[config.mk]
export PLATFORM = sky130hd
export DESIGN_NAME = scsa_window_sequencer
export DESIGN_NICKNAME = d
export VERILOG_FILES = /design/src/rtl/scsa_pkg.sv /design/src/rtl/sum_block.sv /design/src/rtl/scsa_window_sequencer.sv
export SDC_FILE = /design/constraint.sdc
export NUM_CORES = 1
export LEC_CHECK = 0
export ABC_AREA = 1
export CAP_MARGIN = 30
export CORE_MARGIN = 1
export CORE_UTILIZATION = 50
export CTS_BUF_LIST = sky130_fd_sc_hd__clkbuf_4
export DETAILED_ROUTE_END_ITERATION = 8
export PLACE_DENSITY = 0.78
export SLEW_MARGIN = 40
export SYNTH_ARGS = -nofsm -noshare
export SYNTH_HDL_FRONTEND = slang
export SYNTH_SLANG_ARGS = --single-unit
[constraint.sdc]
create_clock -name clk -period 8.3 [get_ports clk]
set_input_delay 1.66 -clock clk [delete_from_list [all_inputs] [get_ports clk]]
set_output_delay 1.66 -clock clk [all_outputs]
set_load 0.02 [all_outputs]
[src/rtl/scsa_pkg.sv]
// rtl/scsa_pkg.sv - shared types and helpers for the SCSA window sequencer
//
// Purpose: window width, sequencer state encoding and the speculative
//          carry helper used to predict each window's carry-in.
// Ports:   none (package).
// Options: SCSA_ERR_DETECT_EN is consumed by scsa_window_sequencer, not here.
package scsa_pkg;

  localparam int WIN_W = 4;

  typedef enum logic [1:0] {
    IDLE = 2'd0,
    RUN  = 2'd1,
    DONE = 2'd2
  } state_e;

  // Carry-out of a window add with no carry-in; used as the guess for the
  // next window's carry-in.
  function automatic logic spec_carry(input logic [WIN_W-1:0] aw,
                                      input logic [WIN_W-1:0] bw);
    logic [WIN_W:0] t;
    t = {1'b0, aw} + {1'b0, bw};
    return t[WIN_W];
  endfunction

endpackage

[src/rtl/sum_block.sv]
// rtl/sum_block.sv - 4-bit window adder stage of the SCSA
//
// Purpose: adds one operand window plus a carry-in.
// Ports:
//   A_i      in  4  operand A window
//   B_i      in  4  operand B window
//   Co_iprev in  1  carry-in (speculative in the SCSA)
//   S_i      out 4  window sum
//   Co_i     out 1  window carry-out
module sum_block
  import scsa_pkg::*;
(
  input  logic [WIN_W-1:0] A_i,
  input  logic [WIN_W-1:0] B_i,
  input  logic             Co_iprev,
  output logic [WIN_W-1:0] S_i,
  output logic             Co_i
);

  logic [WIN_W:0] full;

  assign full = {1'b0, A_i} + {1'b0, B_i} + {{WIN_W{1'b0}}, Co_iprev};
  assign S_i  = full[WIN_W-1:0];
  assign Co_i = full[WIN_W];

endmodule

[src/rtl/scsa_window_sequencer.sv]
// rtl/scsa_window_sequencer.sv - time-multiplexed SCSA front end
//
// Purpose: accepts an operand pair, walks one 4-bit window per cycle through
//          a single shared sum_block using a speculative carry-in per window,
//          and returns the assembled approximate sum.
// Ports:
//   clk       in  1      clock, rising edge
//   rst_n     in  1      asynchronous active-low reset
//   in_valid  in  1      operand pair valid
//   in_ready  out 1      sequencer idle and able to accept
//   a, b      in  WIDTH  operands
//   out_valid out 1      result valid
//   out_ready in  1      downstream accepts the result
//   sum       out WIDTH  approximate sum
//   cout      out 1      carry-out of the top window
//   busy      out 1      high in RUN or DONE
//   err       out 1      speculation error flag (only with SCSA_ERR_DETECT_EN)
// Options: `define SCSA_ERR_DETECT_EN adds exact-carry tracking and the err port.
module scsa_window_sequencer
  import scsa_pkg::*;
#(
  parameter int WIDTH = 16
) (
  input  logic             clk,
  input  logic             rst_n,
  input  logic             in_valid,
  output logic             in_ready,
  input  logic [WIDTH-1:0] a,
  input  logic [WIDTH-1:0] b,
  output logic             out_valid,
  input  logic             out_ready,
  output logic [WIDTH-1:0] sum,
  output logic             cout,
  output logic             busy
`ifdef SCSA_ERR_DETECT_EN
  ,
  output logic             err
`endif
);

  localparam int NWIN = WIDTH / WIN_W;
  localparam int KW   = (NWIN > 1) ? $clog2(NWIN) : 1;

  state_e           state_q, state_d;
  logic [KW-1:0]    k_q, k_d;
  logic [WIDTH-1:0] a_q, a_d, b_q, b_d, sum_q, sum_d;
  logic             cout_q, cout_d;

  logic [KW+1:0]    win_lsb;
  logic [WIN_W-1:0] aw, bw, ap, bp, s_win;
  logic             spec_c, co_win, last_win;

  // Bit offset of the current window (k * 4).
  assign win_lsb  = {k_q, 2'b00};
  assign aw       = WIN_W'(a_q >> win_lsb);
  assign bw       = WIN_W'(b_q >> win_lsb);
  // Window below the current one; padding with a zero window makes k=0 see
  // 0+0, so its speculative carry is 0 without a special case.
  assign ap       = WIN_W'({a_q, {WIN_W{1'b0}}} >> win_lsb);
  assign bp       = WIN_W'({b_q, {WIN_W{1'b0}}} >> win_lsb);
  assign spec_c   = spec_carry(ap, bp);
  assign last_win = (k_q == KW'(NWIN - 1));

  sum_block u_sum_block (
    .A_i      (aw),
    .B_i      (bw),
    .Co_iprev (spec_c),
    .S_i      (s_win),
    .Co_i     (co_win)
  );

`ifdef SCSA_ERR_DETECT_EN
  logic           err_q, err_d;
  logic           cex_q, cex_d;
  logic [WIN_W:0] exact_sum;

  // True ripple add of the current window, carried from the exact chain.
  assign exact_sum = {1'b0, aw} + {1'b0, bw} + {{WIN_W{1'b0}}, cex_q};
  assign err       = err_q;
`endif

  always_comb begin
    state_d = state_q;
    k_d     = k_q;
    a_d     = a_q;
    b_d     = b_q;
    sum_d   = sum_q;
    cout_d  = cout_q;
`ifdef SCSA_ERR_DETECT_EN
    err_d   = err_q;
    cex_d   = cex_q;
`endif
    case (state_q)
      IDLE: begin
        if (in_valid) begin
          a_d     = a;
          b_d     = b;
          sum_d   = '0;
          k_d     = '0;
`ifdef SCSA_ERR_DETECT_EN
          err_d   = 1'b0;
          cex_d   = 1'b0;
`endif
          state_d = RUN;
        end
      end
      RUN: begin
        sum_d = (sum_q & ~(WIDTH'({WIN_W{1'b1}}) << win_lsb))
              | (WIDTH'(s_win) << win_lsb);
`ifdef SCSA_ERR_DETECT_EN
        err_d = err_q | (spec_c != cex_q)
              | (last_win && (exact_sum[WIN_W] != co_win));
        cex_d = exact_sum[WIN_W];
`endif
        if (last_win) begin
          cout_d  = co_win;
          state_d = DONE;
        end else begin
          k_d = k_q + KW'(1);
        end
      end
      DONE: begin
        if (out_ready) state_d = IDLE;
      end
      default: state_d = IDLE;
    endcase
  end

  always_ff @(posedge clk or negedge rst_n) begin
    if (!rst_n) begin
      state_q <= IDLE;
      k_q     <= '0;
      a_q     <= '0;
      b_q     <= '0;
      sum_q   <= '0;
      cout_q  <= 1'b0;
`ifdef SCSA_ERR_DETECT_EN
      err_q   <= 1'b0;
      cex_q   <= 1'b0;
`endif
    end else begin
      state_q <= state_d;
      k_q     <= k_d;
      a_q     <= a_d;
      b_q     <= b_d;
      sum_q   <= sum_d;
      cout_q  <= cout_d;
`ifdef SCSA_ERR_DETECT_EN
      err_q   <= err_d;
      cex_q   <= cex_d;
`endif
    end
  end

  assign in_ready  = (state_q == IDLE);
  assign out_valid = (state_q == DONE);
  assign busy      = (state_q != IDLE);
  assign sum       = sum_q;
  assign cout      = cout_q;

endmodule

Yosys cells after proc, flatten, opt, wreduce, memory -nomap -nowiden
Cells that the tools add are included.

word-level totals
  register bits after elaboration = 53
  bits of input ports = 36
  logic and storage cells = 43

operators by class
  add/subtract/negate cells = 4
  eq/ne operators = 7
  shift-type cells = 6
  multiplexer cells = 9
  bitwise operators = 3
  reductions and logical operators = 8

operators by type and width
  cell                  count
  $shr 20x4->4          2
  $pmux 16 s2           1
  $shr 16x4->4          2
  $and 16x16->16        1
  $mux 16               1
  $not 16->16           1
  $or 16x16->16         1
  $shl 4x4->16          1
  $shl 4x4->16 const A  1
  $add 4x4->5           2
  $mux 2                5
  $ne 2x2->1 const B    3
  $pmux 2 s3            1
  $reduce_and 2->1      3
  $reduce_and 3->1      2
  $add 5x1->5           1
  $eq 2x2->1 const B    2
  $pmux 2 s2            1
  $reduce_bool 2->1     2
  $add 2x1->2 const B   1
  $eq 2x1->1 const B    1
  $logic_not 2->1       1
  $ne 2x1->1 const B    1

Longest topological paths before layout
Gate-level depths: netlist (run 1).

  depth in word-level cells = 6
  gate-level depth with buffers = 18
  gate-level depth less buffers = 18

By module
A second synthesis (run 1) with hierarchy kept.

second synthesis, totals
  cells, all modules = 343
  area total of the unflattened synthesis = 2750.1 µm²

by module, submodules not included
  module                 instances  cells an instance  area each (µm²)
  scsa_window_sequencer  1          318                2585.0
  sum_block              1          25                 165.2

Worst setup path after synthesis (run 1)
OpenSTA, ideal clock, no wires.

  path type = flip-flop to flip-flop
  start point = register k_q[0]
  end point = register sum_q[2], in the netlist sum[2]
  setup time = 0.083 ns
  data arrival time = 2.807 ns
  required time = 8.217 ns
  path slack = 5.410 ns
  stages on the path, launching flop included = 15
  buffers on the path = 2
  clock period less this slack = 2.890 ns
  cell sequence = dfrtp_1 buf_2 inv_1 clkbuf_1 nor2_1 o21ai_0 ha_1 a21o_1 a21oi_1 fa_1 inv_1 fa_1 xnor2_1 or2_2 o21ai_0

on the way
  cells in the longest elaborated chain, start to end = 6
  elaborated cells on any way between the ends = 13

ends and longest elaborated chain
  item                                        RTL line                         text
  start, declared                             scsa_window_sequencer.sv:45      logic [KW-1:0] k_q, k_d;
  start signal, assigned                      scsa_window_sequencer.sv:143     k_q <= k_d;
  $shr 16x4->4, or another cell as far along  scsa_window_sequencer.sv:55      assign aw = WIN_W'(a_q >> win_lsb);
  $add 4x4->5 (on tied branches)              sum_block.sv:22, scsa_pkg.sv:22
  $add 5x1->5                                 sum_block.sv:22                  assign full = {1'b0, A_i} + {1'b0, B_i} + {{WIN_W{1'b0}}, Co_iprev};
  $shl 4x4->16                                scsa_window_sequencer.sv:109     | (WIDTH'(s_win) << win_lsb);
  $or 16x16->16 (*)                           scsa_window_sequencer.sv:109
  $pmux 16 s2 (*)                             scsa_window_sequencer.sv:93      case (state_q)
  end signal, assigned                        scsa_window_sequencer.sv:146     sum_q <= sum_d;
  end, declared                               scsa_window_sequencer.sv:46      logic [WIDTH-1:0] a_q, a_d, b_q, b_d, sum_q, sum_d;

Mark *: on every way between the ends. The rest lies on a longest branch, timed or not.
A chain may end at the register's enable or synchronous reset.

Final worst setup path (run 1)
  start point = register k_q[1]
  end point = register sum_q[2], in the netlist sum[2]

Same word-level chain as after synthesis.

==> results of run 1 <==
tightest hold or removal path, delay by kind of cell (launching register included):
family / cells / cell delay [ps]
AOI/OAI and AO/OA: 1 / 60
DFF: 1 / 360
and+or+nand+nor: 1 / 60
logic make-up (layout without fill, tap and decap cells):
family / count (synthesis) / in the layout / synth area share
AOI/OAI and AO/OA: 66 / 66 / 0.140
xor gates and xnor gates: 1 / 1 / 0.00306
adders and majority gates: 12 / 12 / 0.0576
buffers and inverters: 29 / 81 / 0.0555
DFF: 53 / 53 / 0.463
muxes: 30 / 30 / 0.144
and+or+nand+nor: 81 / 81 / 0.137
Yosys cell counts, types with 3 or more instances:
library cell	n	area share
o21ai_4	4	0.023
dfrtp_1	53	0.46
o21ai_0	35	0.061
nand2_1	40	0.052
o22ai_1	4	0.0087
ha_1	10	0.044
mux2_4	20	0.10
inv_1	14	0.018
o31ai_1	3	0.0079
clkbuf_1	3	0.0039
nand3_1	10	0.017
buf_6	3	0.012
o21ai_1	6	0.010
nor2_1	20	0.026
a21oi_1	11	0.019
buf_2	5	0.0087
mux2_2	10	0.039
how the worst max path moves through the flow:
stage	slack (ps)	endpoint	start	depth (start not counted)
2_1_floorplan	5410	sum[2]$_DFFE_PN0P_	k_q[0]$_DFFE_PN0P_	14
3_5_place_dp	4410	sum[2]$_DFFE_PN0P_	k_q[0]$_DFFE_PN0P_	15
3_3_place_gp	4660	sum[2]$_DFFE_PN0P_	k_q[0]$_DFFE_PN0P_	15
4_1_cts	4360	sum[2]$_DFFE_PN0P_	k_q[0]$_DFFE_PN0P_	15
6_report	4560	sum[2]$_DFFE_PN0P_	k_q[1]$_DFFE_PN0P_	17
5_1_grt	4230	sum[2]$_DFFE_PN0P_	k_q[1]$_DFFE_PN0P_	17
state kept, by name, summed over array words and instances (netlist names):
| register | cells |
|---|---|
| a_q | 16 |
| state_q | 2 |
| cout | 1 |
| b_q | 16 |
| sum | 16 |
| k_q | 2 |
routing by layer:
metal | vias up | share of wire | global-route usage
met5 | - | 0 | 0
met4 | 0 | 0.011 | 0.0717
met3 | 8 | 0.045 | 0.0341
met2 | 72 | 0.48 | 0.320
met1 | 1039 | 0.46 | 0.279
li1 | 1038 | - | -
through the flow:
stage	worst slack (ps)	hold WS (ps)	util	instance area, sq um	cells
after global placement	4660	467	0.621	3420	388
after floorplan	5410	474	-	2870	272
after global routing	4230	526	0.630	3470	396
after detailed placement	4410	471	0.621	3420	388
final	4560	506	0.630	3470	396
after CTS	4360	507	0.630	3470	396
layout make-up:
cell class / count / area, sq um
inverter: 17 / 68.8
clock buffer: 5 / 37.5
clock inverter: 3 / 12.5
timing repair buffer: 56 / 553
multi-input combinational: 190 / 1380
fill: 448 / 2040
tap: 72 / 90.1
sequential: 53 / 1330
power by group through the flow:
stage | Combinational [mW] | Clock, mW | Sequential (mW)
4_1_cts | 0.829 | 0.111 | 0.488
3_3_place_gp | 0.803 | 0 | 0.489
2_1_floorplan | 0.623 | 0 | 0.481
6_report | 0.827 | 0.108 | 0.490
3_5_place_dp | 0.826 | 0 | 0.493
5_1_grt | 0.929 | 0.121 | 0.503
cell usage in the layout (no fill, tap or decap), drive strengths merged:
master and n:
clkdlybuf4s50 54, dfrtp 53, o21ai 45, nand2 43
mux2 30, nor2 23, inv 17, a21oi 11
nand3 10, ha 10, clkbuf 5, o22ai 4
o31ai 3, clkinv 3, a32o 2, or2 2
nand4 2, fa 2, buf 2, a21o 1
nand3b 1, xnor2 1
==> impl_metrics.ini, run 1 <==
[run_status]
status = completed

[clock_tree]
clk_latency_ps = 370
numCtsBuffers = 5
postCtsSetupBuffers = 0
clock-sinks = 53
clockBufferDepth = 2
cts_tree = done
cts_root_buf = clkbuf_4
clk_pin_slew_ps = 150
ctsHoldBuffers = 0
ctsResizeCount = 0
htree_levels = 2

[layout]
syn2layout_area_growth_pct = 21.0
antenna_cells = 0
drive_gt1_frac = 0.167
fin_nets = 371

[timing]
maxClockFrequency_ghz = 0.267
post-route-period-util = 0.451
finClkSkew_ps = 15.5
slew_violations = 0
finalSetupViolCount = 0
worstMarginPinSlew_ps = 808
period_needed_ps = 3740
rsz0062_at_grt = false
setup_tns_ps = 0
final_hold_viol_count = 0
slew_headroom = 0.461

[critical_path]
critical_path.startpoint_type = flop
arrival_ps = 4030
crit_path_end_kind = flop
worstSetupPathType = flop to flop
path_cells = inv_1 > nand2_1 > inv_1 > nand2_1 > o21ai_0 > ha_1 > inv_1 > a21oi_1 > nand3_1 > nand2_1 > a21oi_1 > fa_1 > inv_1 > fa_1 > xnor2_1 > or2_2 > o21ai_0
cp_num_buf_inv = 4
crit_top_cell = inv_1
cp_slowest_stage_delay_ps = 760
cp_slowest_cell = dfrtp_1
reg2reg_slack_ps = 4560
crit_fanout = 17
r2r_start = k_q[1]$_DFFE_PN0P_
cp_data_required_time_ps = 8580
regToRegEndpoint = sum[2]$_DFFE_PN0P_
crit_family = adder cells
worstRegToRegCells = 17

[floorplan]
rows = 27
die_w_microns = 77.7
fp.dieH_microns = 77.7
dieArea_sq_um = 6040
coreArea_sq_um = 5510
io_pins = 56
initial_core_util = 0.520

[power]
power_per_cell_area_nw_per_um2 = 411
p_sw_uw = 632
leakage_nw = 1.60
power.total_mw = 1.43
pwr-share-comb = 0.580
internal_power_uw = 793
clkPwrFrac = 0.076
p_sw_frac = 0.443
seq_power_share = 0.344
irDropWorstVdd_v = 0.000180

[yosys]
synth_area_sq_um = 2870
synth_edf_count = 0
synth.ff_latch_count = 53
yosys_warnings = 0
synth_cell_type_count = 31
syn_nets = 320
synthArstFlopShare = 1.00
netlist_instances = 272
postSynthAreaPerCell_sq_um = 10.5
synth_ff_type = dfrtp_1
ys_seq_area_frac = 0.463

[route]
dr.pass1.iters = 6
vias_per_cell = 5.45
dr.first_iter.drc_count = 108
num_vias = 2157
antenna_left = 0
wl_microns = 5620
routedWlPerCell_microns = 14.2
drc = 0

[hold_path]
min_from = sum[1]$_DFFE_PN0P_
worstHoldPathType = flop to flop
whs_path_depth = 2
hold_path_end = sum[1]$_DFFE_PN0P_

[flow_run]
drv_cap = 0

[grt]
grt_pass1_vias = 2090
grt_max_degree = 54
grtUsageTotal = 0.202
grt_pass1_wl_microns = 9600
grt_overflow = 0
antenna_found_initial = 0

[place]
port_buffers = 55
dpl.hpwl_microns = 4070
gp_routability_congestion = 0.871
Note: power is estimated with default switching activity, not from simulation.
==> run 2, diff against run 1 <==
==> constraint.sdc (replaced) <==
create_clock -name clk -period 3.8 [get_ports clk]
set_input_delay 0.76 -clock clk [delete_from_list [all_inputs] [get_ports clk]]
set_output_delay 0.76 -clock clk [all_outputs]
set_load 0.02 [all_outputs]
==> run 2 against run 1 <==
Against the previous run:
- die area unchanged
- register-to-register slack worse by 4000 ps
- count of clock-buffer cells in the layout up 1
- largest power group unchanged
- sequential share of layout area down 0.25 points
- combinational power up 130%
- via count up 1.7%
==> impl_metrics.ini, run 2 (same netlist as run 1, synthesis figures left out) <==
[grt]
grtUsageTotal = 0.214
grt_pass1_wl_microns = 10200
antenna_found_initial = 0
grt_overflow = 0
grt_pass1_vias = 2227
grt_max_degree = 54

[place]
place_inst = 390
dpl.hpwl_microns = 4280
dp_slack_ps = 648
port_buffers = 55
gp_routability_congestion = 0.897

[clock_tree]
clk_pin_slew_ps = 160
cts_root_buf = clkbuf_4
clk_latency_ps = 380
postCtsSetupBuffers = 0
numCtsBuffers = 5
ctsHoldBuffers = 0
htree_levels = 2
cts_tree = done
clockBufferDepth = 2
clock-sinks = 53
ctsResizeCount = 0

[route]
antenna_left = 0
highest_layer = met4
vias_per_cell = 5.51
dr.first_iter.drc_count = 140
wl_met1_microns = 2580
met2_length_microns = 2940
wl_microns = 5920
met3_length_microns = 273
dr.pass1.iters = 4
num_vias = 2194
routedWlPerCell_microns = 14.9
drc = 0

[critical_path]
critical_path.startpoint_type = flop
reg2reg_slack_ps = 570
cp_slowest_cell = dfrtp_1
path_cells = inv_1 > nand2_1 > inv_1 > nand2_1 > o21ai_0 > ha_1 > inv_1 > a21oi_1 > nand3_1 > nand2_1 > a21oi_1 > fa_1 > inv_1 > fa_1 > xnor2_1 > or2_2 > o21ai_0
worstSetupPathType = flop to flop
worstRegToRegCells = 17
crit_family = adder cells
crit_top_cell = inv_1
arrival_ps = 3540
r2r_start = k_q[1]$_DFFE_PN0P_
cp_num_buf_inv = 4
crit_fanout = 17
regToRegEndpoint = sum[2]$_DFFE_PN0P_
crit_path_end_kind = flop
cp_data_required_time_ps = 4110
cp_slowest_stage_delay_ps = 740

[timing]
slew_headroom = 0.559
setup_tns_ps = 0
rsz0062_at_grt = false
post-route-period-util = 0.849
slew_violations = 0
finClkSkew_ps = 17.3
finalSetupViolCount = 0
maxClockFrequency_ghz = 0.310
period_needed_ps = 3230
worst_slack_ps = 575
worstMarginPinSlew_ps = 662
final_hold_viol_count = 0

[layout]
final_common_cell = clkdlybuf4s50_1
fin_nets = 373
antenna_cells = 0
mostFrequentLayoutCells = clkdlybuf4s50_1 (54), dfrtp_1 (53), nand2_1 (40)
fillers = 426
fin_util = 0.634
syn2layout_area_growth_pct = 21.8
drive_gt1_frac = 0.175
finalNonFillerCells = 398

[floorplan]
dieArea_sq_um = 6040
coreArea_sq_um = 5510
io_pins = 56
rows = 27
initial_core_util = 0.520
fp.dieH_microns = 77.7
die_w_microns = 77.7

[hold_path]
worstHoldPathType = input pin to asynchronous set/reset pin

[flow_run]
drv_cap = 0

[power]
leakage_nw = 1.62
irDropWorstVdd_v = 0.000359
power_per_cell_area_nw_per_um2 = 911

[run_status]
status = completed
run 2: cell types whose count changed in the layout (fill, tap and decap cells not counted):
cell	before	now
buf_2	1	0
buf_4	1	4
clkbuf_4	5	6
clkinv_1	2	0
clkinv_2	1	2
inv_1	13	14
inv_2	3	2
run 2: area by class of cell:
class | instances | area [sq um] | area share
well taps | 72 | 90.1 | 0.0258
repair buffers | 58 | 571 | 0.163
multi-input cells | 190 | 1380 | 0.395
clock buffers | 6 | 45.0 | 0.0129
inverters | 17 | 68.8 | 0.0197
clock inverters | 2 | 10.0 | 0.00287
flip-flops and latches | 53 | 1330 | 0.380
run 2: routing by layer:
metal,vias to the layer above,GRT usage
li1,1032,-
met1,1067,0.284
met2,80,0.349
met3,15,0.0353
met4,0,0.0830
met5,-,0
run 2: how the worst max path moves through the flow:
stage                       startpoint  cells after the start                  to
finish              k_q[1]$_DFFE_PN0P_                     17  sum[2]$_DFFE_PN0P_
global route        k_q[1]$_DFFE_PN0P_                     17  sum[2]$_DFFE_PN0P_
CTS                 k_q[1]$_DFFE_PN0P_                     17  sum[2]$_DFFE_PN0P_
detailed placement  k_q[1]$_DFFE_PN0P_                     17  sum[2]$_DFFE_PN0P_
global placement    k_q[1]$_DFFE_PN0P_                     17  sum[2]$_DFFE_PN0P_
floorplan           k_q[0]$_DFFE_PN0P_                     14  sum[2]$_DFFE_PN0P_
run 2: stage by stage:
step	power, mW	hold WS (ps)	instance area [sq um]
after floorplan	2.41	464	2870
after global placement	2.85	467	3430
after detailed placement	2.93	471	3440
after CTS	3.19	410	3490
after global routing	3.43	431	3490
final	3.18	382	3490
run 2: report_power, final:
| part | internal (mW) | total (mW) | switching [mW] |
|---|---|---|---|
| clock | 0.0782 | 0.258 | 0.180 |
| combinational | 0.865 | 1.89 | 1.02 |
| sequential | 0.824 | 1.04 | 0.213 |
run 2: worst register-to-register path, delay by kind of cell, from the launching register on:
kind	cells	cell delay, ps
xor gates and xnor gates	1	160
buffers and inverters	4	360
DFF	1	740
and+or+nand+nor	5	590
adders and majority gates	3	900
AOI/OAI and AO/OA	4	430
==> run 3, diff against run 2 <==
--- a/config.mk
+++ b/config.mk
@@ -8,7 +8,7 @@
 export ABC_AREA = 1
 export CAP_MARGIN = 30
 export CORE_MARGIN = 1
-export CORE_UTILIZATION = 50
+export CORE_UTILIZATION = 48
 export CTS_BUF_LIST = sky130_fd_sc_hd__clkbuf_4
 export DETAILED_ROUTE_END_ITERATION = 8
 export PLACE_DENSITY = 0.78
==> constraint.sdc (replaced) <==
create_clock -name clk -period 2.6 [get_ports clk]
set_input_delay 0.52 -clock clk [delete_from_list [all_inputs] [get_ports clk]]
set_output_delay 0.52 -clock clk [all_outputs]
set_load 0.02 [all_outputs]
==> run 3 against run 2 <==
Against the previous run:
- the flow now finishes with violations (setup timing)
- worst setup slack got worse by 720 ps
- register-to-register slack got worse by 720 ps
- global-route usage decreased by 0.51 points
- total power increased by 65%
==> impl_metrics.ini, run 3 (same netlist as run 1, synthesis figures left out) <==
[run_status]
status = finished with violations
violations = setup timing

[clock_tree]
numCtsBuffers = 5
cts_root_buf = clkbuf_4
clock-sinks = 53
cts_tree = done
ctsHoldBuffers = 0
clk_pin_slew_ps = 150
clk_latency_ps = 380
clockBufferDepth = 2
htree_levels = 2

[grt]
grt_overflow = 0
grt_pass1_wl_microns = 10200
antenna_found_initial = 0
grt_max_degree = 41
grt_pass1_vias = 2226
grtUsageTotal = 0.208

[power]
clkPwrFrac = 0.069
p_sw_mw = 2.29
pwr-share-comb = 0.643
seq_power_share = 0.288
irDropWorstVdd_v = 0.000723
internal_power_mw = 2.97
p_sw_frac = 0.435
leakage_nw = 1.71
power_per_cell_area_nw_per_um2 = 1420

[place]
gp_routability_congestion = 0.833
port_buffers = 55
dpl.hpwl_microns = 4420

[route]
drc = 0
routedWlPerCell_microns = 14.3
wl_microns = 5900
num_vias = 2223
dr.first_iter.drc_count = 98
antenna_left = 0
dr.pass1.iters = 4
vias_per_cell = 5.38

[timing]
slew_headroom = 0.567
finClkSkew_ps = 17.1
period_needed_ps = 2750
maxClockFrequency_ghz = 0.364
holdWs_ps = 96.0
slew_violations = 0
worstMarginPinSlew_ps = 650
finalSetupViolCount = 9
rsz0062_at_grt = true
final_hold_viol_count = 0
setup_tns_ps = -792
post-route-period-util = 1.06
worst_slack_ps = -148

[floorplan]
fp.dieH_microns = 79.3
die_w_microns = 79.3
rows = 27
io_pins = 56
coreArea_sq_um = 5640
dieArea_sq_um = 6280
initial_core_util = 0.508

[critical_path]
crit_fanout = 5
worstSetupPathType = flop to flop
cp_data_required_time_ps = 2920
critical_path.startpoint_type = flop
arrival_ps = 3070
crit_path_end_kind = flop

[hold_path]
worstHoldPathType = input pin to asynchronous set/reset pin

[layout]
mostFrequentLayoutCells = clkdlybuf4s50_1 (54), dfrtp_1 (51), nand2_1 (38)
final_common_cell = clkdlybuf4s50_1
drive_gt1_frac = 0.267
fin_nets = 388
antenna_cells = 0
syn2layout_area_growth_pct = 29.3

[flow_run]
drv_cap = 0
[run 3: cell count changes in the layout (fill, tap and decap cells not counted), moves of 4 or more]
cell	change
buf_4	+11
inv_1	-5
inv_2	+4
o21ai_0	-16
o21ai_1	+11
o21ai_2	+5
[run 3: final timing paths]
kind,startpoint,slack [ps],end,cells past startpoint
setup / recovery,k_q[0]$_DFFE_PN0P_,-150,sum[10]$_DFFE_PN0P_,15
hold / removal,rst_n,100,sum[5]$_DFFE_PN0P_,1
setup reg to reg,k_q[0]$_DFFE_PN0P_,-150,sum[10]$_DFFE_PN0P_,15
hold reg to reg,sum[11]$_DFFE_PN0P_,510,sum[11]$_DFFE_PN0P_,2
max in group asynchronous,rst_n,1940,k_q[0]$_DFFE_PN0P_,2
min in group clk,sum[11]$_DFFE_PN0P_,510,sum[11]$_DFFE_PN0P_,2
[run 3: cell type report]
class | instances | area [sq um]
multi-input cells | 190 | 1430
fillers | 438 | 1940
clock inverters | 3 | 17.5
inverters | 17 | 71.3
well taps | 72 | 90.1
repair buffers | 73 | 726
clock buffers | 5 | 37.5
flip-flops and latches | 53 | 1330
[run 3: power groups by stage]
stage,clock [mW],sequential (mW),combinational (mW)
floorplan,0,1.54,2.18
global placement,0,1.51,3.00
detailed placement,0,1.52,3.08
CTS,0.370,1.52,3.21
global route,0.398,1.56,3.70
finish,0.362,1.51,3.38
[run 3: per-layer routing]
metal | part of all wire | global-route usage | vias to the layer above
met5 | 0 | 0 | -
met4 | 0.017 | 0.0745 | 0
met3 | 0.036 | 0.0322 | 11
met2 | 0.51 | 0.365 | 72
met1 | 0.44 | 0.260 | 1082
li1 | - | - | 1058
[run 3: metrics by stage]
step	total power [mW]	std cells	setup WS (ps)	area, sq um	utilization
finish	5.26	413	-148	3700	0.657
global route	5.66	413	-279	3700	0.657
CTS	5.10	410	-52.0	3660	0.648
detailed placement	4.60	399	-113	3550	0.629
global placement	4.50	399	-31.7	3550	0.629
floorplan	3.72	272	-37.0	2930	-
[run 3: timing repair]
action                     4_1_cts  5_1_grt
pin swaps                        6        5
setup endpoints to repair        9       15
setup buffers                    2        3
resized for setup               10       10
gates cloned                     1        0
[run 3: critical path, stage by stage (launching register included)]
cell and delay [ps]:
dfrtp_2 510, buf_12 160, o21ai_2 100, o21ai_1 80, ha_1 290, inv_1 70
a21oi_2 40, nand3_1 100, nand2_1 90, a21oi_2 150, fa_2 210, inv_2 50
fa_2 360, xnor2_2 150, or2_4 240, o21ai_1 110
